--- src/rtl/alu_operand_stage.sv ---
// Operand-fetch/issue stage feeding the 32-bit ALU.
// Owns the register file, bypass muxes and the pending scoreboard.
module alu_operand_stage #(
  parameter int NREG = 8,
  parameter int DATA_W = 32,
  localparam int RW = $clog2(NREG)
) (
  input  logic              clk,
  input  logic              rst,
  input  logic              in_valid,
  output logic              in_ready,
  input  logic [3:0]        in_op,
  input  logic [RW-1:0]     in_rd,
  input  logic [RW-1:0]     in_rs1,
  input  logic [RW-1:0]     in_rs2,
  input  logic              in_use_imm,
  input  logic [11:0]       in_imm,
  output logic              out_valid,
  input  logic              out_ready,
  output logic [3:0]        alu_sel,
  output logic [DATA_W-1:0] op_a,
  output logic [DATA_W-1:0] op_b,
  output logic [RW-1:0]     out_rd,
  input  logic              wb_en,
  input  logic [RW-1:0]     wb_rd,
  input  logic [DATA_W-1:0] wb_data,
  output logic              busy
);

  logic [DATA_W-1:0] regs [NREG];
  logic [NREG-1:0]   pend;
  logic [NREG-1:0]   wb_hot;
  logic [NREG-1:0]   set_hot;
  logic [NREG-1:0]   pend_eff;
  logic [DATA_W-1:0] src1;
  logic [DATA_W-1:0] src2;
  logic [DATA_W-1:0] imm_ext;
  logic              haz1;
  logic              haz2;
  logic              haz_rd;
  logic              hazard;
  logic              accept;

  assign imm_ext  = {{(DATA_W-12){in_imm[11]}}, in_imm};
  assign wb_hot   = wb_en ? (NREG'(1) << wb_rd) : '0;
  assign pend_eff = pend & ~wb_hot;

  always_comb begin
    src1 = '0;
    if (in_rs1 != '0) begin
      if (wb_en && wb_rd == in_rs1) src1 = wb_data;
      else                          src1 = regs[in_rs1];
    end
  end

  always_comb begin
    src2 = '0;
    if (in_use_imm) begin
      src2 = imm_ext;
    end else if (in_rs2 != '0) begin
      if (wb_en && wb_rd == in_rs2) src2 = wb_data;
      else                          src2 = regs[in_rs2];
    end
  end

  assign haz1   = (in_rs1 != '0) && pend_eff[in_rs1];
  assign haz2   = !in_use_imm && (in_rs2 != '0) && pend_eff[in_rs2];
  assign haz_rd = (in_rd != '0) && pend_eff[in_rd];
  assign hazard = haz1 || haz2 || haz_rd;

  assign in_ready = !rst && (!out_valid || out_ready) && !hazard;
  assign accept   = in_valid && in_ready;
  assign set_hot  = (accept && in_rd != '0) ? (NREG'(1) << in_rd) : '0;
  assign busy     = |pend;

  always_ff @(posedge clk) begin
    if (rst) begin
      out_valid <= 1'b0;
      alu_sel   <= '0;
      op_a      <= '0;
      op_b      <= '0;
      out_rd    <= '0;
      pend      <= '0;
      for (int i = 0; i < NREG; i++) regs[i] <= '0;
    end else begin
      if (wb_en && wb_rd != '0) regs[wb_rd] <= wb_data;
      // OR-ing the new set after the clear lets a same-cycle issue win
      pend <= (pend & ~wb_hot) | set_hot;
      if (accept) begin
        out_valid <= 1'b1;
        alu_sel   <= in_op;
        out_rd    <= in_rd;
        // ALU computes B - A for sub, so swap to get rs1 - rs2
        if (in_op == 4'b0001) begin
          op_a <= src2;
          op_b <= src1;
        end else begin
          op_a <= src1;
          op_b <= src2;
        end
      end else if (out_ready) begin
        out_valid <= 1'b0;
      end
    end
  end

endmodule
--- config.mk ---
export PLATFORM = sky130hd
export DESIGN_NAME = alu_operand_stage
export DESIGN_NICKNAME = d
export VERILOG_FILES = /design/src/rtl/alu_operand_stage.sv
export SDC_FILE = /design/constraint.sdc
export NUM_CORES = 1
export LEC_CHECK = 0
export CAP_MARGIN = 20
export CORE_AREA = 2 2 184 186
export DETAILED_ROUTE_END_ITERATION = 6
export DIE_AREA = 0 0 186 188
export GPL_TIMING_DRIVEN = 1
export PLACE_DENSITY = 0.69
export SYNTH_ARGS = -nofsm -noshare
export SYNTH_HDL_FRONTEND = slang
export SYNTH_SLANG_ARGS = --single-unit
export TNS_END_PERCENT = 1
--- constraint.sdc ---
create_clock -name clk -period 5.9 [get_ports clk]
set_input_delay 1.18 -clock clk [delete_from_list [all_inputs] [get_ports clk]]
set_output_delay 1.18 -clock clk [all_outputs]
set_load 0.005 [all_outputs]
==> tab_implementation.tex <==
\begin{tabular}{lr}
\hline
Metric & Value \\
\hline
\multicolumn{2}{l}{\textbf{Timing}} \\
\quad Total Negative Setup Slacks & 0 ns \\
\quad Final Max Slew Viols & 0 \\
\quad Period utilization & 85.2\% \\
\quad Worst Clk Skew & 0.0118 ns \\
\quad Shortest clock period the worst path allows after layout & 5.03 ns \\
\quad Unrepaired setup endpoints after global routing & false \\
\quad Total count of hold-check failures in the final report & 0 \\
\quad Slew HR & 23.7\% \\
\quad Worst-margin pin slew & 1.14 ns \\
\quad Total of endpoints with negative setup slack in the final report & 0 \\
\quad Achievable Freq & 199 MHz \\
\multicolumn{2}{l}{\textbf{Synthesis}} \\
\quad Number of synthesized flops with an enable pin & 224 \\
\quad Post-synthesis cell type with the largest combined area & sky130\_fd\_sc\_hd\_\_edfxtp\_1 \\
\quad Number of storage elements in the synthesis netlist & 304 \\
\quad Synth area leaders & sky130\_fd\_sc\_hd\_\_edfxtp\_1 (41\%), sky130\_fd\_sc\_hd\_\_mux2i\_1 (11\%), sky130\_fd\_sc\_hd\_\_dfxtp\_1 (9.9\%), sky130\_fd\_sc\_hd\_\_and2\_1 (8.8\%), sky130\_fd\_sc\_hd\_\_o22ai\_1 (4.6\%) \\
\quad Async SR Flop Fraction & 0\% \\
\quad Avg Inst Size Synth & 10.8 um\^{}2 \\
\quad Number of different library cells in the post-synthesis netlist & 62 \\
\quad Post-synthesis instance area & 16200 um\^{}2 \\
\quad Sequential element share of the synthesized area & 51.4\% \\
\quad Number of cells produced by synthesis & 1502 \\
\quad Synth warn & 0 \\
\quad Yosys top cell area share & 41.5\% \\
\quad Synthesized Nets & 1568 \\
\quad Primary flip-flop cell chosen by synthesis mapping & sky130\_fd\_sc\_hd\_\_edfxtp\_1 \\
\multicolumn{2}{l}{\textbf{Routing}} \\
\quad Detailed Route WL & 52200 um \\
\quad Final routed wire length divided by cell count & 25.4 um \\
\quad Antenna viol nets, final & 0 \\
\quad Drt initial violations & 1694 \\
\quad Vias after detailed routing & 13200 \\
\quad Detailed-route vias per instance & 6.40 \\
\quad Remaining DRCs & 0 \\
\quad Number of optimization iterations in the first detailed-route pass & 5 \\
\multicolumn{2}{l}{\textbf{Run}} \\
\quad Max-cap viol count & 0 \\
\multicolumn{2}{l}{\textbf{Critical path}} \\
\quad Critical Path Slowest Stage Cell & sky130\_fd\_sc\_hd\_\_clkdlybuf4s50\_1 \\
\quad Largest fanout on the critical path & 16 \\
\quad Worst setup path class & in2out \\
\quad Register-to-register path setup slack & 3.38 ns \\
\quad Most frequent cell on the critical path & sky130\_fd\_sc\_hd\_\_clkdlybuf4s50\_1 \\
\quad Sum of buffers and inverters on the critical path & 2 \\
\quad CP max stage delay & 0.71 ns \\
\quad Reg2reg start & out\_valid\$\_SDFFE\_PP0P\_ \\
\quad Cell-by-cell trace of the critical path & clkdlybuf4s50\_1 -> nand4bb\_1 -> a32o\_1 -> a311oi\_1 -> o32a\_2 -> and3b\_1 -> clkdlybuf4s50\_1 \\
\quad Crit end category & output pin \\
\quad Startpoint type of the worst setup path & input pin \\
\quad Required time of the critical path & 4.72 ns \\
\quad Worst setup startpoint & wb\_rd[2] \\
\quad Crit path DAT & 3.85 ns \\
\quad CP delay by family, top & buffers and inverters \\
\multicolumn{2}{l}{\textbf{Floorplan}} \\
\quad Io pins & 140 \\
\quad Vertical die dimension & 188 um \\
\quad Site Rows & 67 \\
\quad DIE AREA & 35000 um\^{}2 \\
\quad Starting density of the core & 49.0\% \\
\quad Horizontal extent of the die & 186 um \\
\quad Floorplan core area & 33100 um\^{}2 \\
\multicolumn{2}{l}{\textbf{CTS}} \\
\quad Total setup buffers inserted after CTS & 0 \\
\quad CTS-repair resized insts & 0 \\
\quad Clk Latency, worst-skew pair & 0.51 ns \\
\quad Number of sinks on the clock net & 304 \\
\quad Number of buffers inserted during clock tree synthesis & 35 \\
\quad Hold Buf Count CTS & 0 \\
\quad H-tree depth & 2 \\
\quad Clk slew on worst S/H paths & 0.05 ns \\
\quad TritonCTS clock tree & built \\
\quad Root cell of the clock tree & sky130\_fd\_sc\_hd\_\_clkbuf\_16 \\
\quad Max Buffers Root-to-Sink & 3 \\
\multicolumn{2}{l}{\textbf{Global routing}} \\
\quad GRT Resource Usage Total & 29.4\% \\
\quad Vias in the first global route & 12800 \\
\quad First-pass GRT wire length & 76600 um \\
\quad Total overflow reported by the global router & 0 \\
\quad Number of antenna violations at the first check in global routing & 1 \\
\quad Maximum number of pins on one net before global-route repair & 54 \\
\multicolumn{2}{l}{\textbf{Finish}} \\
\quad Footprint of the flip-flops and latches & 8330 um\^{}2 \\
\quad Final instance area & 19000 um\^{}2 \\
\quad Relative area change from synthesis to final layout & 17.3\% \\
\quad Number of nets in the layout & 1650 \\
\quad Most frequent cells in the layout & sky130\_fd\_sc\_hd\_\_and2\_1 (227), sky130\_fd\_sc\_hd\_\_edfxtp\_1 (224), sky130\_fd\_sc\_hd\_\_mux2i\_1 (185), sky130\_fd\_sc\_hd\_\_clkdlybuf4s50\_1 (136), sky130\_fd\_sc\_hd\_\_o22ai\_1 (119) \\
\quad Layout cell share with drive strength beyond 1 & 7.33\% \\
\quad Total area of multi-input combinational cells & 7120 um\^{}2 \\
\quad \# fillers & 2733 \\
\quad Most common cell after layout, fill and taps aside & sky130\_fd\_sc\_hd\_\_and2\_1 \\
\multicolumn{2}{l}{\textbf{Worst hold path}} \\
\quad Start point of the worst hold path & out\_rd[0]\$\_SDFFE\_PP0P\_ \\
\quad Hold crit path type & reg2reg \\
\multicolumn{2}{l}{\textbf{Power}} \\
\quad Switching pwr & 1.41 mW \\
\quad Final Total Pwr & 5.51 mW \\
\quad Part of the power in the clock network & 38.9\% \\
\quad Power density over cell area & 289 nW/um\^{}2 \\
\quad Leakage power figure & 7.30 nW \\
\quad Proportion of power drawn by flip-flops and latches & 46.0\% \\
\quad Worst ir drop on vdd & 0.000285 V \\
\quad Switching power share of the total & 25.6\% \\
\quad Relative contribution of combinational cells to total power & 15.2\% \\
\quad Cell Int Power & 4.09 mW \\
\multicolumn{2}{l}{\textbf{Status}} \\
\quad Run status & finished clean \\
\multicolumn{2}{l}{\textbf{Place}} \\
\quad Final HPWL DP & 29200 um \\
\quad Cell Area, Placed & 17900 um\^{}2 \\
\quad Weighted congestion reported at the end of routability-driven placement & 0.902 \\
\quad Number of I/O port buffers & 139 \\
\hline
\end{tabular}
-- registers in the layout (all words and copies together), names as in the netlist --
| signal | count |
|---|---|
| op_b | 32 |
| regs | 224 |
| out_valid | 1 |
| op_a | 32 |
| alu_sel | 4 |
| pend | 8 |
| out_rd | 3 |
-- Yosys cell counts, drive strengths merged, types with 38 or more instances --
cell / count
and2: 227
o22ai: 119
o21ai: 55
buf: 43
nand3: 44
nor2: 50
edfxtp: 224
nand2: 103
mux2i: 185
inv: 38
dfxtp: 80
clkbuf: 94
-- power groups by stage --
stage | logic, mW | clock network, mW | registers (mW)
2_1_floorplan | 0.471 | 0 | 2.56
3_3_place_gp | 0.806 | 0 | 2.56
3_5_place_dp | 0.817 | 0 | 2.57
4_1_cts | 0.821 | 2.15 | 2.53
5_1_grt | 0.888 | 2.24 | 2.55
6_report | 0.834 | 2.14 | 2.53
-- logic make-up (layout without fill, tap and decap cells) --
group / Yosys count / after routing / synth area share, %
AOI/OAI and AO/OA: 356 / 356 / 15.6
xor gates and xnor gates: 6 / 6 / 0.324
buffers and inverters: 175 / 282 / 5.07
DFF: 304 / 304 / 51.4
muxes: 189 / 189 / 11.7
other: 0 / 1 / 0
and+or+nand+nor: 472 / 472 / 16.0
-- stage by stage --
step | hold WS [ns] | cells | util, % | worst slack, ns
after global routing | 0.477 | 2058 | 57.5 | 0.693
after detailed placement | 0.453 | 1994 | 53.9 | 0.882
final | 0.456 | 2058 | 57.5 | 0.873
after global placement | 0.446 | 1994 | 53.9 | 0.872
after floorplan | 0.443 | 1502 | - | 2.32
after CTS | 0.461 | 2056 | 57.4 | 0.888
-- final timing paths --
kind	to	depth (start not counted)
hold reg to reg	out_rd[0]$_SDFFE_PP0P_	2
setup reg to reg	op_a[29]$_SDFFE_PP0P_	7
hold / removal	out_rd[0]$_SDFFE_PP0P_	2
setup / recovery	in_ready	7
-- worst min-delay path, stage by stage (launching register included) --
cell                      delay [ns]
sky130_fd_sc_hd__dfxtp_1        0.30
sky130_fd_sc_hd__nand2_1        0.05
sky130_fd_sc_hd__mux2i_1        0.05
-- routing by layer --
metal	track usage, %	wire [um]	up-vias
met2	47.3	24300	909
met5	0	0	-
met1	39.3	20500	6315
met4	11.5	1900	0
met3	5.40	5540	153
li1	-	-	5802
-- final cells by class --
type / instances / share of cell area, %
Tap cell: 448 / 2.95
Clock inverter: 10 / 0.375
Antenna cell: 1 / 0.0132
Clock buffer: 52 / 5.60
Timing Repair Buffer: 182 / 9.12
Inverter: 38 / 0.750
Sequential cell: 304 / 43.8
Multi-Input combinational cell: 1023 / 37.4
Power figures use the tool's default switching activity.
==> RTL edit 1, RTL diff (same settings) <==
The parameter `DATA_W` goes from 32 to 40.
--- a/src/rtl/alu_operand_stage.sv
+++ b/src/rtl/alu_operand_stage.sv
@@ -2,7 +2,7 @@
 // Owns the register file, bypass muxes and the pending scoreboard.
 module alu_operand_stage #(
   parameter int NREG = 8,
-  parameter int DATA_W = 32,
+  parameter int DATA_W = 40,
   localparam int RW = $clog2(NREG)
 ) (
   input  logic              clk,
Interface: changed (resized op_a, op_b and wb_data); port bits go from 140 to 164. The function was not compared with the original's and may differ.
==> RTL edit 1 against the unedited design <==
Routed wire length grew 24%. Cell count grew 20%. Power grew 21%. Synthesized area grew 25%. Setup slack lost 0.23 ns. Sequential cell count grew 72. Final area grew 24%. Maximum frequency shrank 4.3%. Core utilization grew 14 points. Critical path type unchanged. Largest cell class unchanged. Largest power group unchanged. Highest routed layer unchanged.
==> RTL edit 1: results (changes against the unedited design) <==
metric;value;unit;change
grt_pass1_vias;16800;;+31%
worstSetupStartpoint;wb_rd[0];;
place.gp.congestion;0.924;;+2.5%
hold_start;op_b[10];;
ys_top_cells_by_area;edfxtp_1 42%, mux2i_1 10%, dfxtp_1 9.5%, and2_1 8.9%, o22ai_1 3.4%;;
synth_ff_type;edfxtp_1;;
ctsResizeCount;0;;unchanged
numCtsBuffers;41;;+17%
grt.total_usage;36.9;%;+7.5 points
portBuffers;163;;+17%
synthTopCellsByCount;289 x and2_1, 280 x edfxtp_1, 202 x mux2i_1;;
drive_above_1_share;7.32;%;-0.018 points
cellLeakagePower;8.85;nW;+21%
hpwlAfterDp;35800;um;+23%
post_cts_buffers;0;;unchanged
grt_pass1_wl;97200;um;+27%
nFillCells;2445;;-11%
synth_xor_area_share;0.259;%;-0.065 points
critPathMaxFanout;20;;+4
drt-initial-drc-count;2011;;+19%
internal_power;4.92;mW;+20%
ir_drop;227;uV;-20%
fin_nets;2066;;+25%
grt_max_degree;70;;+30%
place_inst;2395;;+20%
syn_nets;1985;;+27%
top_regs;regs x280, op_a x40, op_b x40;;
synth_edf_count;280;;+25%
status;finished clean;;
r2r_cells;7;;unchanged
hold_end;op_b[10];;
r2r_setup_slack;3.20;ns;-0.18 ns
drtPass1Iterations;7;;+2
synth_compound_area_share;17.1;%;+1.5 points
r2r_end;op_b[36];;
vias_per_cell;6.87;;+7.3%
fin_skew;0.0156;ns;+0.00383 ns
cts-root-buf;clkbuf_16;;
arrival;4.07;ns;+0.22 ns
cts.path.max_buffers;3;;unchanged
clock_latency;0.55;ns;+0.04 ns
wl;64900;um;+24%
worstMarginPinSlew;1.19;ns;+0.0499 ns
synth.mux.area_fraction;10.9;%;-0.82 points
num_antenna_cells;0;;-1
finalNonFillerCells;2471;;+20%
slowest_delay;0.76;ns;+0.05 ns
timing.rr.start;pend[1];;
ys_seq_area_share;51.0;%;-0.35 points
async_reset_ff_share;0;%;unchanged
synth_area_per_cell;10.6;um^2;-1.8%
antenna_found_initial;0;;-1
RTL edit 1: final cells by class:
cell class                 instances  share of cell area, %
tap                              448                   2.38
clock inverter                    17                  0.541
multi-input combinational       1319                   38.9
sequential                       376                   43.8
inverter                          40                  0.642
timing repair buffer             214                   8.88
clock buffer                      57                   4.87
RTL edit 1: worst max path at each step:
| stage | end | slack [ns] | cells after the start |
|---|---|---|---|
| 6_report | in_ready | 0.65 | 7 |
| 5_1_grt | in_ready | 0.52 | 7 |
| 4_1_cts | in_ready | 0.71 | 7 |
| 3_5_place_dp | in_ready | 0.72 | 7 |
| 3_3_place_gp | in_ready | 0.74 | 7 |
| 2_1_floorplan | regs[1][0] | 0.64 | 5 |
RTL edit 1: layer usage:
metal	GRT usage, %	share of wire [%]	vias to the layer above
li1	-	-	7375
met1	50.1	38	8154
met2	58.0	46	1261
met3	6.84	12	187
met4	15.9	3.5	0
met5	0	0	-
RTL edit 1: stage by stage:
stage	hold slack, ns	instance area [um^2]	worst slack [ns]	util, %	total power, mW
2_1_floorplan	0.443	20300	0.636	-	3.76
3_3_place_gp	0.445	22300	0.743	67.2	4.18
3_5_place_dp	0.450	22300	0.717	67.2	4.20
4_1_cts	0.458	23500	0.711	71.1	6.64
5_1_grt	0.477	23600	0.515	71.2	6.86
6_report	0.455	23600	0.648	71.2	6.67
RTL edit 1: cells by family (layout without fill, tap and decap cells):
family,count (synthesis),after routing
and+or+nand+nor,617,617
AOI/OAI and AO/OA,478,478
DFF,376,376
muxes,218,218
buffers and inverters,216,328
xor gates and xnor gates,6,6
RTL edit 1: power by group through the flow:
stage               clock network [mW]  registers (mW)  logic, mW
finish                            2.48            3.14       1.05
global route                      2.59            3.15       1.11
CTS                               2.48            3.13       1.03
detailed placement                   0            3.19       1.02
global placement                     0            3.18      0.999
floorplan                            0            3.17      0.591
RTL edit 1: worst reg2reg max path: cells and delay by family, from the launching register on:
| kind | cells | cell delay (ns) |
|---|---|---|
| buffers and inverters | 2 | 0.48 |
| and+or+nand+nor | 2 | 0.87 |
| muxes | 1 | 0.27 |
| DFF | 1 | 0.40 |
| AOI/OAI and AO/OA | 2 | 0.62 |
==> RTL edit 2, RTL diff (config.mk and constraints unchanged) <==
Without the edit above. Reset style: asynchronous (`rst`), changed in one clocked block.
--- a/src/rtl/alu_operand_stage.sv
+++ b/src/rtl/alu_operand_stage.sv
@@ -73,7 +73,7 @@
   assign set_hot  = (accept && in_rd != '0) ? (NREG'(1) << in_rd) : '0;
   assign busy     = |pend;
 
-  always_ff @(posedge clk) begin
+  always_ff @(posedge clk or posedge rst) begin
     if (rst) begin
       out_valid <= 1'b0;
       alu_sel   <= '0;
Check against the original RTL: differs if rst is asserted again (counterexample within 4 cycles, from zero or initial values and one cycle with rst high); with rst held inactive, the same outputs for 4 cycles.
==> RTL edit 2 against the unedited design <==
Routed wire length up 2.6%. Final area up 2.4%. Setup slack worse by 0.38 ns. Register-to-register slack better by 0.11 ns. Hold slack better by 0.028 ns. Via count up 7.1%. Cell count up 5.8%. Sequential cell count unchanged. Synthesized area up 3.5%. Critical endpoint unchanged.
Power is not compared: it rests on default switching activity, and its combinational part moved more than twofold at a synthesized area within 25%.
==> RTL edit 2: results (changes against the unedited design) <==
metric;value;unit;change
drive_above_1_share;16.0;%;+8.7 points
wl_met3;5830;um;+5.2%
worstMarginPinSlew;1.08;ns;-0.0577 ns
inverters;33;;-13%
slowest_delay;0.79;ns;+0.08 ns
final_core_util;58.8;%;+1.4 points
nFillCells;2815;;+3.0%
fin_nets;1777;;+7.7%
met1_length;21200;um;+3.7%
grtUsageMet2;47.5;%;+0.11 points
status;finished clean;;
wl_met2;24700;um;+1.7%
drtPass1Iterations;7;;+2
synthTopCellsByCount;330 x nand2_1, 304 x dfrtp_1, 157 x mux2_2;;
grt_max_degree;170;;+210%
arrival;4.23;ns;+0.38 ns
hpwlAfterDp;31500;um;+8.1%
drt-initial-drc-count;1713;;+1.1%
dr_total_vias;14100;;+7.1%
place.gp.congestion;0.855;;-5.2%
dp_slack;0.578;ns;-0.304 ns
grt.total_usage;30.7;%;+1.3 points
fin_skew;0.0217;ns;+0.00994 ns
grt_pass1_wl;82600;um;+7.9%
async_reset_ff_share;100;%;+100 points
final-nonclk-buf-share;8.88;%;-0.24 points
syn_nets;1725;;+10%
signal_buffers;183;;+0.55%
avgRoutedWirePerCell;24.6;um;-3.0%
clk_share;5.27;%;-0.70 points
critPathMaxFanout;13;;-3
multi_input_area;8430;um^2;+18%
synth.most_common_cell;nand2_1;;
ys_top_cells_by_area;dfrtp_1 45%, mux2_2 11%, nand2_1 7.4%, mux2i_1 6.4%, mux2_1 4.1%;;
finalNonFillerCells;2178;;+5.8%
grt_use_met3;7.79;%;+2.4 points
ys_types;67;;+8.1%
ys_seq_area_share;45.3;%;-6.0 points
use_met1;41.5;%;+2.2 points
hold_start;op_a[18];;
==> RTL edit 2: cell count changes in the layout (fill, tap and decap cells not counted), moves of 78 or more <==
cell | unedited run | this run
mux2i_1 | 185 | 107
nand2_1 | 100 | 330
dfxtp_1 | 80 | 0
dfrtp_1 | 0 | 304
edfxtp_1 | 224 | 0
mux2_2 | 0 | 157
and2_1 | 227 | 3
==> RTL edit 2: kinds of logic after synthesis <==
family                 count (synthesis)  share of synthesized area (%)
buffers and inverters                201                           4.85
AO/OA/AOI/OAI                        358                           15.9
XOR/XNOR                               6                          0.313
flip-flops                           304                           45.3
AND/OR/NAND/NOR                      463                           12.3
multiplexers                         327                           21.3
==> RTL edit 2: worst paths after layout <==
path | endpoint | slack (ns) | cells past startpoint
max in group asynchronous | regs[143] | 2.69 | 6
min reg2reg | op_a[18] | 0.48 | 1
max reg2reg | op_b[16] | 3.49 | 7
min in group asynchronous | pend[4] | 1.28 | 3
min | op_a[18] | 0.48 | 1
max | in_ready | 0.49 | 8
